## config.mk

```make
export PLATFORM = sky130hd
export DESIGN_NAME = pc_unit_flat
export DESIGN_NICKNAME = d
export VERILOG_FILES = /design/src/rtl/pc_pkg.sv /design/src/rtl/pc_unit_if.sv /design/src/rtl/pc_ras.sv /design/src/rtl/pc_unit.sv /design/src/flat_wrapper.sv
export SDC_FILE = /design/constraint.sdc
export NUM_CORES = 1
export LEC_CHECK = 0
export CAP_MARGIN = 0
export CORE_MARGIN = 2
export CORE_UTILIZATION = 35
export DETAILED_ROUTE_END_ITERATION = 10
export SYNTH_ARGS = -nofsm -noshare
export SYNTH_HDL_FRONTEND = slang
export SYNTH_SLANG_ARGS = --single-unit
```

## constraint.sdc

```tcl
create_clock -name clk -period 3.61 [get_ports clk]
set_input_delay 0.5415 -clock clk [delete_from_list [all_inputs] [get_ports clk]]
set_output_delay 0.5415 -clock clk [all_outputs]
set_load 0.05 [all_outputs]
```

## src/rtl/pc_pkg.sv

```systemverilog
// pc_pkg: shared state and next-PC select types for the fetch PC unit
package pc_pkg;
  typedef enum logic {RUN, HALTED} state_t;
  typedef enum logic [2:0] {SEL_HOLD, SEL_RAS, SEL_JUMP, SEL_BRANCH, SEL_SEQ} sel_t;
endpackage

```

## src/rtl/pc_unit_if.sv

```systemverilog
// pc_unit_if: control inputs and PC/RAS status outputs of the fetch PC unit
interface pc_unit_if #(
  parameter int WIDTH = 16,
  parameter int RAS_DEPTH = 4
);
  localparam int CW = $clog2(RAS_DEPTH + 1);
  logic stall;
  logic halt;
  logic jump;
  logic call;
  logic ret;
  logic [WIDTH-1:0] jump_target;
  logic branch;
  logic branch_taken;
  logic [WIDTH-1:0] branch_target;
  logic [WIDTH-1:0] pc;
  logic [WIDTH-1:0] pc_plus;
  logic [WIDTH-1:0] next_pc;
  logic halted;
  logic ras_empty;
  logic [CW-1:0] ras_count;
  modport master (
    output stall, halt, jump, call, ret, jump_target, branch, branch_taken, branch_target,
    input pc, pc_plus, next_pc, halted, ras_empty, ras_count
  );
  modport slave (
    input stall, halt, jump, call, ret, jump_target, branch, branch_taken, branch_target,
    output pc, pc_plus, next_pc, halted, ras_empty, ras_count
  );
endinterface

```

## src/rtl/pc_ras.sv

```systemverilog
// pc_ras: circular return-address stack; a push when full overwrites the oldest entry
module pc_ras
  import pc_pkg::*;
#(
  parameter int WIDTH = 16,
  parameter int RAS_DEPTH = 4,
  localparam int PW = $clog2(RAS_DEPTH),
  localparam int CW = $clog2(RAS_DEPTH + 1)
) (
  input  logic             clk,
  input  logic             rst_n,
  input  logic             push_i,
  input  logic             pop_i,
  input  logic [WIDTH-1:0] push_data_i,
  output logic [WIDTH-1:0] top_o,
  output logic [CW-1:0]    count_o,
  output logic             empty_o
);
  logic [WIDTH-1:0] mem_q [RAS_DEPTH];
  logic [PW-1:0] ptr_q, ptr_d, top_idx;
  logic [CW-1:0] count_q, count_d;
  logic do_pop;
  // ptr_q is the next write slot; the top sits one slot behind it, wrapping modulo depth
  always_comb begin
    do_pop = pop_i && count_q != '0;
    top_idx = ptr_q == '0 ? PW'(RAS_DEPTH - 1) : ptr_q - 1'b1;
    ptr_d = push_i ? (ptr_q == PW'(RAS_DEPTH - 1) ? '0 : ptr_q + 1'b1) : do_pop ? top_idx : ptr_q;
    count_d = push_i ? (count_q == CW'(RAS_DEPTH) ? count_q : count_q + 1'b1) : do_pop ? count_q - 1'b1 : count_q;
  end
  // pointer and occupancy registers
  always_ff @(posedge clk or negedge rst_n) begin
    if (!rst_n) begin
      ptr_q <= '0;
      count_q <= '0;
    end else begin
      ptr_q <= ptr_d;
      count_q <= count_d;
    end
  end
  // entry storage needs no reset; stale entries are never read while count is zero
  always_ff @(posedge clk) begin
    if (push_i) mem_q[ptr_q] <= push_data_i;
  end
  assign top_o = mem_q[top_idx];
  assign count_o = count_q;
  assign empty_o = count_q == '0;
endmodule

```

## src/rtl/pc_unit.sv

```systemverilog
// pc_unit: fetch-stage PC register with prioritised next-PC select, RAS and halt state
module pc_unit
  import pc_pkg::*;
#(
  parameter int WIDTH = 16,
  parameter int INC = 2,
  parameter logic [WIDTH-1:0] RESET_PC = '0,
  parameter int RAS_DEPTH = 4
) (
  input logic clk,
  input logic rst_n,
  pc_unit_if.slave bus
);
  state_t state_q, state_d;
  sel_t sel;
  logic [WIDTH-1:0] pc_q, pc_d, pc_plus, ras_top;
  logic ras_empty, accept, push, pop;
  // priority select: halted/halt/stall hold; a ret on an empty RAS falls back to jump_target
  always_comb begin
    sel = (state_q == HALTED || bus.halt || bus.stall) ? SEL_HOLD :
          bus.ret ? (ras_empty ? SEL_JUMP : SEL_RAS) :
          bus.jump ? SEL_JUMP :
          (bus.branch && bus.branch_taken) ? SEL_BRANCH : SEL_SEQ;
    pc_d = sel == SEL_RAS ? ras_top :
           sel == SEL_JUMP ? bus.jump_target :
           sel == SEL_BRANCH ? bus.branch_target :
           sel == SEL_SEQ ? pc_plus : pc_q;
    state_d = (state_q == RUN && bus.halt && !bus.stall) ? HALTED : state_q;
    accept = state_q == RUN && !bus.halt && !bus.stall;
    push = accept && bus.call && bus.jump && !bus.ret;
    pop = accept && bus.ret;
  end
  // PC register and run/halted state
  always_ff @(posedge clk or negedge rst_n) begin
    if (!rst_n) begin
      pc_q <= RESET_PC;
      state_q <= RUN;
    end else begin
      pc_q <= pc_d;
      state_q <= state_d;
    end
  end
  assign pc_plus = pc_q + WIDTH'(INC);
  pc_ras #(.WIDTH(WIDTH), .RAS_DEPTH(RAS_DEPTH)) u_ras (
    .clk(clk),
    .rst_n(rst_n),
    .push_i(push),
    .pop_i(pop),
    .push_data_i(pc_plus),
    .top_o(ras_top),
    .count_o(bus.ras_count),
    .empty_o(ras_empty)
  );
  assign bus.pc = pc_q;
  assign bus.pc_plus = pc_plus;
  assign bus.next_pc = pc_d;
  assign bus.halted = state_q == HALTED;
  assign bus.ras_empty = ras_empty;
endmodule
```

## src/flat_wrapper.sv

```systemverilog
// flat-port wrapper written by rule: the top's interface ports become plain ports
module pc_unit_flat import pc_pkg::*;
#(
  parameter int WIDTH = 16,
  parameter int INC = 2,
  parameter logic [WIDTH-1:0] RESET_PC = '0,
  parameter int RAS_DEPTH = 4
)
  (clk, rst_n, bus_stall, bus_halt, bus_jump, bus_call, bus_ret, bus_jump_target, bus_branch, bus_branch_taken, bus_branch_target, bus_pc, bus_pc_plus, bus_next_pc, bus_halted, bus_ras_empty, bus_ras_count);
  pc_unit_if #(.WIDTH(WIDTH), .RAS_DEPTH(RAS_DEPTH)) bus_i ();
  input logic clk;
  input logic rst_n;
  input wire logic [$bits(bus_i.stall)-1:0] bus_stall;
  input wire logic [$bits(bus_i.halt)-1:0] bus_halt;
  input wire logic [$bits(bus_i.jump)-1:0] bus_jump;
  input wire logic [$bits(bus_i.call)-1:0] bus_call;
  input wire logic [$bits(bus_i.ret)-1:0] bus_ret;
  input wire logic [$bits(bus_i.jump_target)-1:0] bus_jump_target;
  input wire logic [$bits(bus_i.branch)-1:0] bus_branch;
  input wire logic [$bits(bus_i.branch_taken)-1:0] bus_branch_taken;
  input wire logic [$bits(bus_i.branch_target)-1:0] bus_branch_target;
  output wire logic [$bits(bus_i.pc)-1:0] bus_pc;
  output wire logic [$bits(bus_i.pc_plus)-1:0] bus_pc_plus;
  output wire logic [$bits(bus_i.next_pc)-1:0] bus_next_pc;
  output wire logic [$bits(bus_i.halted)-1:0] bus_halted;
  output wire logic [$bits(bus_i.ras_empty)-1:0] bus_ras_empty;
  output wire logic [$bits(bus_i.ras_count)-1:0] bus_ras_count;
  assign bus_i.stall = bus_stall;
  assign bus_i.halt = bus_halt;
  assign bus_i.jump = bus_jump;
  assign bus_i.call = bus_call;
  assign bus_i.ret = bus_ret;
  assign bus_i.jump_target = bus_jump_target;
  assign bus_i.branch = bus_branch;
  assign bus_i.branch_taken = bus_branch_taken;
  assign bus_i.branch_target = bus_branch_target;
  assign bus_pc = bus_i.pc;
  assign bus_pc_plus = bus_i.pc_plus;
  assign bus_next_pc = bus_i.next_pc;
  assign bus_halted = bus_i.halted;
  assign bus_ras_empty = bus_i.ras_empty;
  assign bus_ras_count = bus_i.ras_count;
  pc_unit #(.WIDTH(WIDTH), .INC(INC), .RESET_PC(RESET_PC), .RAS_DEPTH(RAS_DEPTH)) u_core (.clk(clk), .rst_n(rst_n), .bus(bus_i));
endmodule
```

After elaboration in Yosys (flattened, before gate mapping)
Memories as Yosys holds them, arrays and structs flattened. Index checks and enable logic that the tools add are counted.

Logic and storage cells: 56. RAM bits: 64. Register bits: 22. Output and inout bits: 53. Memories kept: 1. Input port bits: 41.

Memory list: u_core.u_ras.mem_q (words 4, width 16, rd ports 1, clocked after Yosys merged registers in 0, wr ports 1, RTL line pc_ras.sv:19) `logic [WIDTH-1:0] mem_q [RAS_DEPTH];`.

Bitwise logic cells: 1. Eq/ne operators: 7. Muxes and demuxes: 18. Add/sub/neg operators: 5. Reduce and logical (&&, ||, !) cells: 20.

Operator list (count): 2-to-1 mux 16 bit (4); 2-to-1 mux 3 bit (7); adder 16 x 2 -> 16 bit, second input constant (1); logical AND 1 bit (10); 2-to-1 mux 2 bit (5); == test 3 x 2 -> 1 bit, second input constant (2); == test 3 bit, second input constant (2); adder 3 x 1 -> 3 bit, second input constant (1); == test 3 x 1 -> 1 bit, second input constant (1); logical NOT 1 bit (3); logical NOT 3 bit (1); nonzero test 3 bit (1); subtractor 3 x 1 -> 3 bit, second input constant (1); adder 2 x 1 -> 2 bit, second input constant (1); == test 2 bit, second input constant (1); logical NOT 2 bit (1); logical OR 1 bit (2); 2-to-1 mux 1 bit (2); != test 2 bit, second input constant (1); AND reduction 2 bit (1); nonzero test 2 bit (1); subtractor 2 x 1 -> 2 bit, second input constant (1); NOT 1 bit (1).

Depth between registers and ports, before layout
Depth in word-level cells: 10. Gate-level depth with buffers: 10. Gate-level depth less buffers: 7.

Hierarchy
A second synthesis with hierarchy kept.

Cells, all modules: 365. Area, all modules: 4436.8 um2.

Modules (own cells, without submodules): pc_ras (instances 1, cells each 156, area each 2797.7 um2, seq. area each 2047.0 um2); pc_unit (instances 1, cells each 209, area each 1639.1 um2, seq. area each 425.4 um2).

Worst setup path after synthesis
No wires, ideal clock.

Path type: register to output. From: register u_core.u_ras.ptr_q[0]. To: output bus_next_pc[7]. Buffers on the path: 4. Cell stages (with the launch flop): 10. Slack: -0.210 ns. Arrival time: 3.278 ns. Data required time: 3.069 ns. Path through: dfrtp_1 -> buf_2 -> buf_2 -> inv_1 -> ha_1 -> buf_2 -> buf_1 -> mux4_2 -> nor2_1 -> a211oi_1.

Cells in the longest elaborated chain, start to end: 4. Elaborated cells on any way between the ends: 5. Classes of those cells: add/sub: 1; mux: 2; reduce/logical: 1; memory: 1.

Ends and longest elaborated chain: from (decl) (RTL line pc_ras.sv:20) `logic [PW-1:0] ptr_q, ptr_d, top_idx;`; from (signal assigned) (RTL line pc_ras.sv:36) `ptr_q <= ptr_d;`; subtractor 2 x 1 -> 2 bit or logical NOT 2 bit (tied branches) (RTL line pc_ras.sv:26) `top_idx = ptr_q == '0 ? PW'(RAS_DEPTH - 1) : ptr_q - 1'b1;`; 2-to-1 mux 2 bit * (RTL line pc_ras.sv:26); memory (4 x 16 bit) *; 2-to-1 mux 16 bit * (RTL line pc_unit.sv:24) `pc_d = sel == SEL_RAS ? ras_top :`; to (decl) (RTL line flat_wrapper.sv:24) `output wire logic [$bits(bus_i.next_pc)-1:0] bus_next_pc;`.

Every way passes the cells marked *; elsewhere a longest branch is shown, timed or not.

Worst setup path in the final report
From: register u_core.pc_q[7] (netlist: u_core.bus.pc[7]). To: output bus_pc_plus[14].

Cells in the longest elaborated chain, start to end: 1.

Ends and longest elaborated chain: from (decl) (RTL line pc_unit.sv:16) `logic [WIDTH-1:0] pc_q, pc_d, pc_plus, ras_top;`; from (signal assigned) (RTL line pc_unit.sv:39) `pc_q <= pc_d;`; adder 16 x 2 -> 16 bit (RTL line pc_unit.sv:43) `assign pc_plus = pc_q + WIDTH'(INC);`; to (decl) (RTL line flat_wrapper.sv:23) `output wire logic [$bits(bus_i.pc_plus)-1:0] bus_pc_plus;`.

Every way passes these cells.

==> key figures <==
Die
  • Rows: 40
  • Starting Density: 0.3545
  • Die Span Y: 113.8 um
  • Die width: between 100 and 150 um
  • Full die area: 12,960 um2
  • Core ar.: around 12,000 um2
  • I/O pin count: 94

Clock network
  • CTS buffer count: 9
  • CTS max path bufs: 2
  • Clk Latency, worst-skew pair: approximately 0.34 ns
  • CTS tree: yes
  • Worst-path clk slew: ~0.060 ns
  • Post-CTS Resized: 0
  • # Post-CTS Setup Buffers: 0
  • H-tree levels: 3
  • Clock sinks: 86
  • Hold buffer count at cts: 0
  • CTS root buf: clkbuf_16

STA
  • Fmax achieved: 287.1 MHz
  • Final Max Slew Viols: 0
  • Fin crit period: 3.483 ns
  • Skew final: between 0.01 and 0.015 ns
  • Final TNS setup: 0 ns
  • # setup viols final: 0
  • Worst-margin pin slew: roughly 0.63 ns
  • Unrepaired setup endpoints after global routing: false
  • Normalized max-slew margin: 0.5764
  • Final hold vios: 0
  • Final period util: 0.9649
  • Final worst setup slack: roughly 0.13 ns
  • Final hold slack: between 0.5 and 0.6 ns

Drt
  • Routed vias/inst: ~5.5
  • Drc violations: 0
  • Via count: about 3,300
  • Number of iterations in the first detailed-routing pass: 6
  • Routed WL: 12,330 um
  • Wire per inst: between 20 and 25 um
  • Post-route ant nets: 0
  • Initial DRC Count: approximately 250

Critical path
  • Count of buffer and inverter cells on the critical path: 2
  • CP arrival: a little under 3 ns
  • Reg2reg setup slack: about 1.2 ns
  • Crit-path max FO: 7
  • Crit-path slowest cell: clkdlybuf4s50_1
  • Type of origin of the critical path: flop
  • CP Class: reg2out
  • CP Capture Type: output pin
  • Worst-path cell chain: nand3_2, nor4_1, buf_4, xor2_1, clkdlybuf4s50_1
  • Critical Path RT: ~3 ns
  • Crit-path leading delay family: buffers and inverters
  • Max stage delay on crit path: 0.87 ns

Synthesis
  • Main combinational cell family by area after synthesis: simple AND/OR/NAND/NOR gates
  • Simple-gate portion of the synthesized area: 0.1321
  • Mapped Area: about 4200 um2
  • Mux cell area share after synthesis: 0.08533
  • Average cell area after synthesis: about 13 um2
  • Adder-cell share of the synthesized area: 0.01956
  • Register area share after synthesis: 0.5855
  • Synth Area in XOR/XNOR: 0.02696
  • Complex-gate fraction of the synthesized area: 0.1203
  • Main flop type after synthesis: edfxtp_1
  • Async SR Flop Fraction: 0.2558
  • Number of synthesized flops with an enable pin: 64
  • Syn Nets: approximately 380
  • Post-Syn Instances: 330
  • Synth Warn #: 0
  • Synthesized flop and latch total: between 80 and 90
  • Yosys cell types: 55

Place
  • DP HPWL: a little under 9000 um
  • Port bufs: 93
  • Placed insts: between 500 and 600
  • Final Wtd Congestion: 0.8440
  • Post-place setup slack: roughly 0.28 ns

Run
  • Max-cap violations: 0

GRT
  • Antenna violations before repair: 0
  • Vias in the first global route: 3,385
  • Overall global routing resource usage: 0.1994
  • Largest net degree at the start of global routing: 23
  • First-pass GRT wire length: just under 20,000 um
  • Congestion Overflow GR: 0

Pwr
  • Max VDD drop: between 0.3 and 0.4 mV
  • Pwr/cell area: between 500 and 600 nW/um2
  • Lkg Pwr: 0.002064 uW

Final layout
  • Storage cell area: between 2000 and 2500 um2
  • Layout Utilization: 0.4849
  • Number of fill cells: 1,082
  • Layout net count: 485
  • Area of the multi-input gates: ~1600 um2
  • Ant. Diodes: 0
  • Cell Count, Final, Fillers Out: roughly 600
  • Area delta synth->final: 36.77%
  • Share of post-route cells with drive strength above 1: 0.1986

Hold path
  • Worst min path class: reg2reg

Status
  • Status: complete, no violations
## state kept, by name, summed over array words and instances, names as in the netlist
register,flops
u_core.u_ras.ptr_q,2
u_core.bus.halted,1
u_core.u_ras.count_o,3
u_core.u_ras.mem_q,64
u_core.bus.pc,16
## per-stage QoR
stage               total power (uW)  cell area, um2
global placement                2547            5478
floorplan                       2076            4240
CTS                             3482            5776
global route                    3593            5776
detailed placement              2556            5478
finish                          3459            5776
## Yosys cell counts (all sizes together), types with 7 or more instances
library cell,instances,share of area
dfrtp,22,0.13
o21ai,16,0.019
o22ai,10,0.015
mux4,16,0.085
nor3,11,0.013
nand2,20,0.018
buf,10,0.013
a21oi,23,0.027
nor2,27,0.028
xnor2,8,0.017
clkbuf,11,0.012
nand3,12,0.018
edfxtp,64,0.46
or3,7,0.012
## cells by family after synthesis
kind of cell             Yosys count
XOR/XNOR                          13
flip-flops                        86
AND/OR/NAND/NOR                  101
buffers and inverters             27
multiplexers                      16
AO/OA/AOI/OAI                     81
adder cells (fa/ha/maj)            6
## placed cells by master, fill, tap and decap left out, types with 3 or more instances in the layout
cell type	n
nand3_1	10
o211ai_1	3
a21o_1	3
and2_1	5
nand2_1	20
nor2_1	26
nor3_1	11
or3_1	6
a22oi_1	3
buf_12	7
xor2_1	5
nand4_1	6
mux4_2	16
a31oi_1	6
buf_4	37
o22ai_1	10
o21ai_0	16
clkbuf_16	9
dfrtp_1	22
a211oi_1	3
inv_1	6
xnor2_1	7
ha_1	5
clkdlybuf4s50_1	74
edfxtp_1	64
a21oi_1	23
## power by group
part	switching (uW)	internal, uW
clock network	381	541
logic	827	448
registers	99.0	1160
## layer usage
metal | GRT usage | part of all wire
met1 | 0.2733 | 0.44
met2 | 0.3253 | 0.49
met3 | 0.04091 | 0.067
met4 | 0.05447 | 0.011
met5 | 0 | 0
## worst reg2reg max path, cell delays in order, from the launching register on
cell     delay [ns]
dfrtp_1        0.46
ha_1           0.33
nand4_1        0.31
or3_4          0.50
nor2_1         0.19
xor2_1         0.39
## layout make-up
cell class              instances  share of cell area
flip-flops and latches         86              0.4281
multi-input cells             217              0.2840
repair buffers                118              0.2006
clock buffers                  10             0.03964
well taps                     147             0.03185
clock inverters                 6             0.01192
inverters                       6            0.003899
## path summary, 6_finish.rpt
| kind | to | startpoint | cells after the start |
|---|---|---|---|
| setup / recovery | bus_pc_plus[14] | u_core.bus.pc[7] | 5 |
| hold / removal | u_core.bus.halted | u_core.bus.halted | 1 |
| setup reg to reg | u_core.u_ras.mem_q[1][13] | u_core.bus.pc[2] | 5 |
| hold reg to reg | u_core.bus.halted | u_core.bus.halted | 1 |
| max in group asynchronous | u_core.u_ras.ptr_q[1] | rst_n | 2 |
| min in group asynchronous | u_core.bus.pc[12] | rst_n | 2 |
No activity file was read; power rests on OpenSTA's default activity.
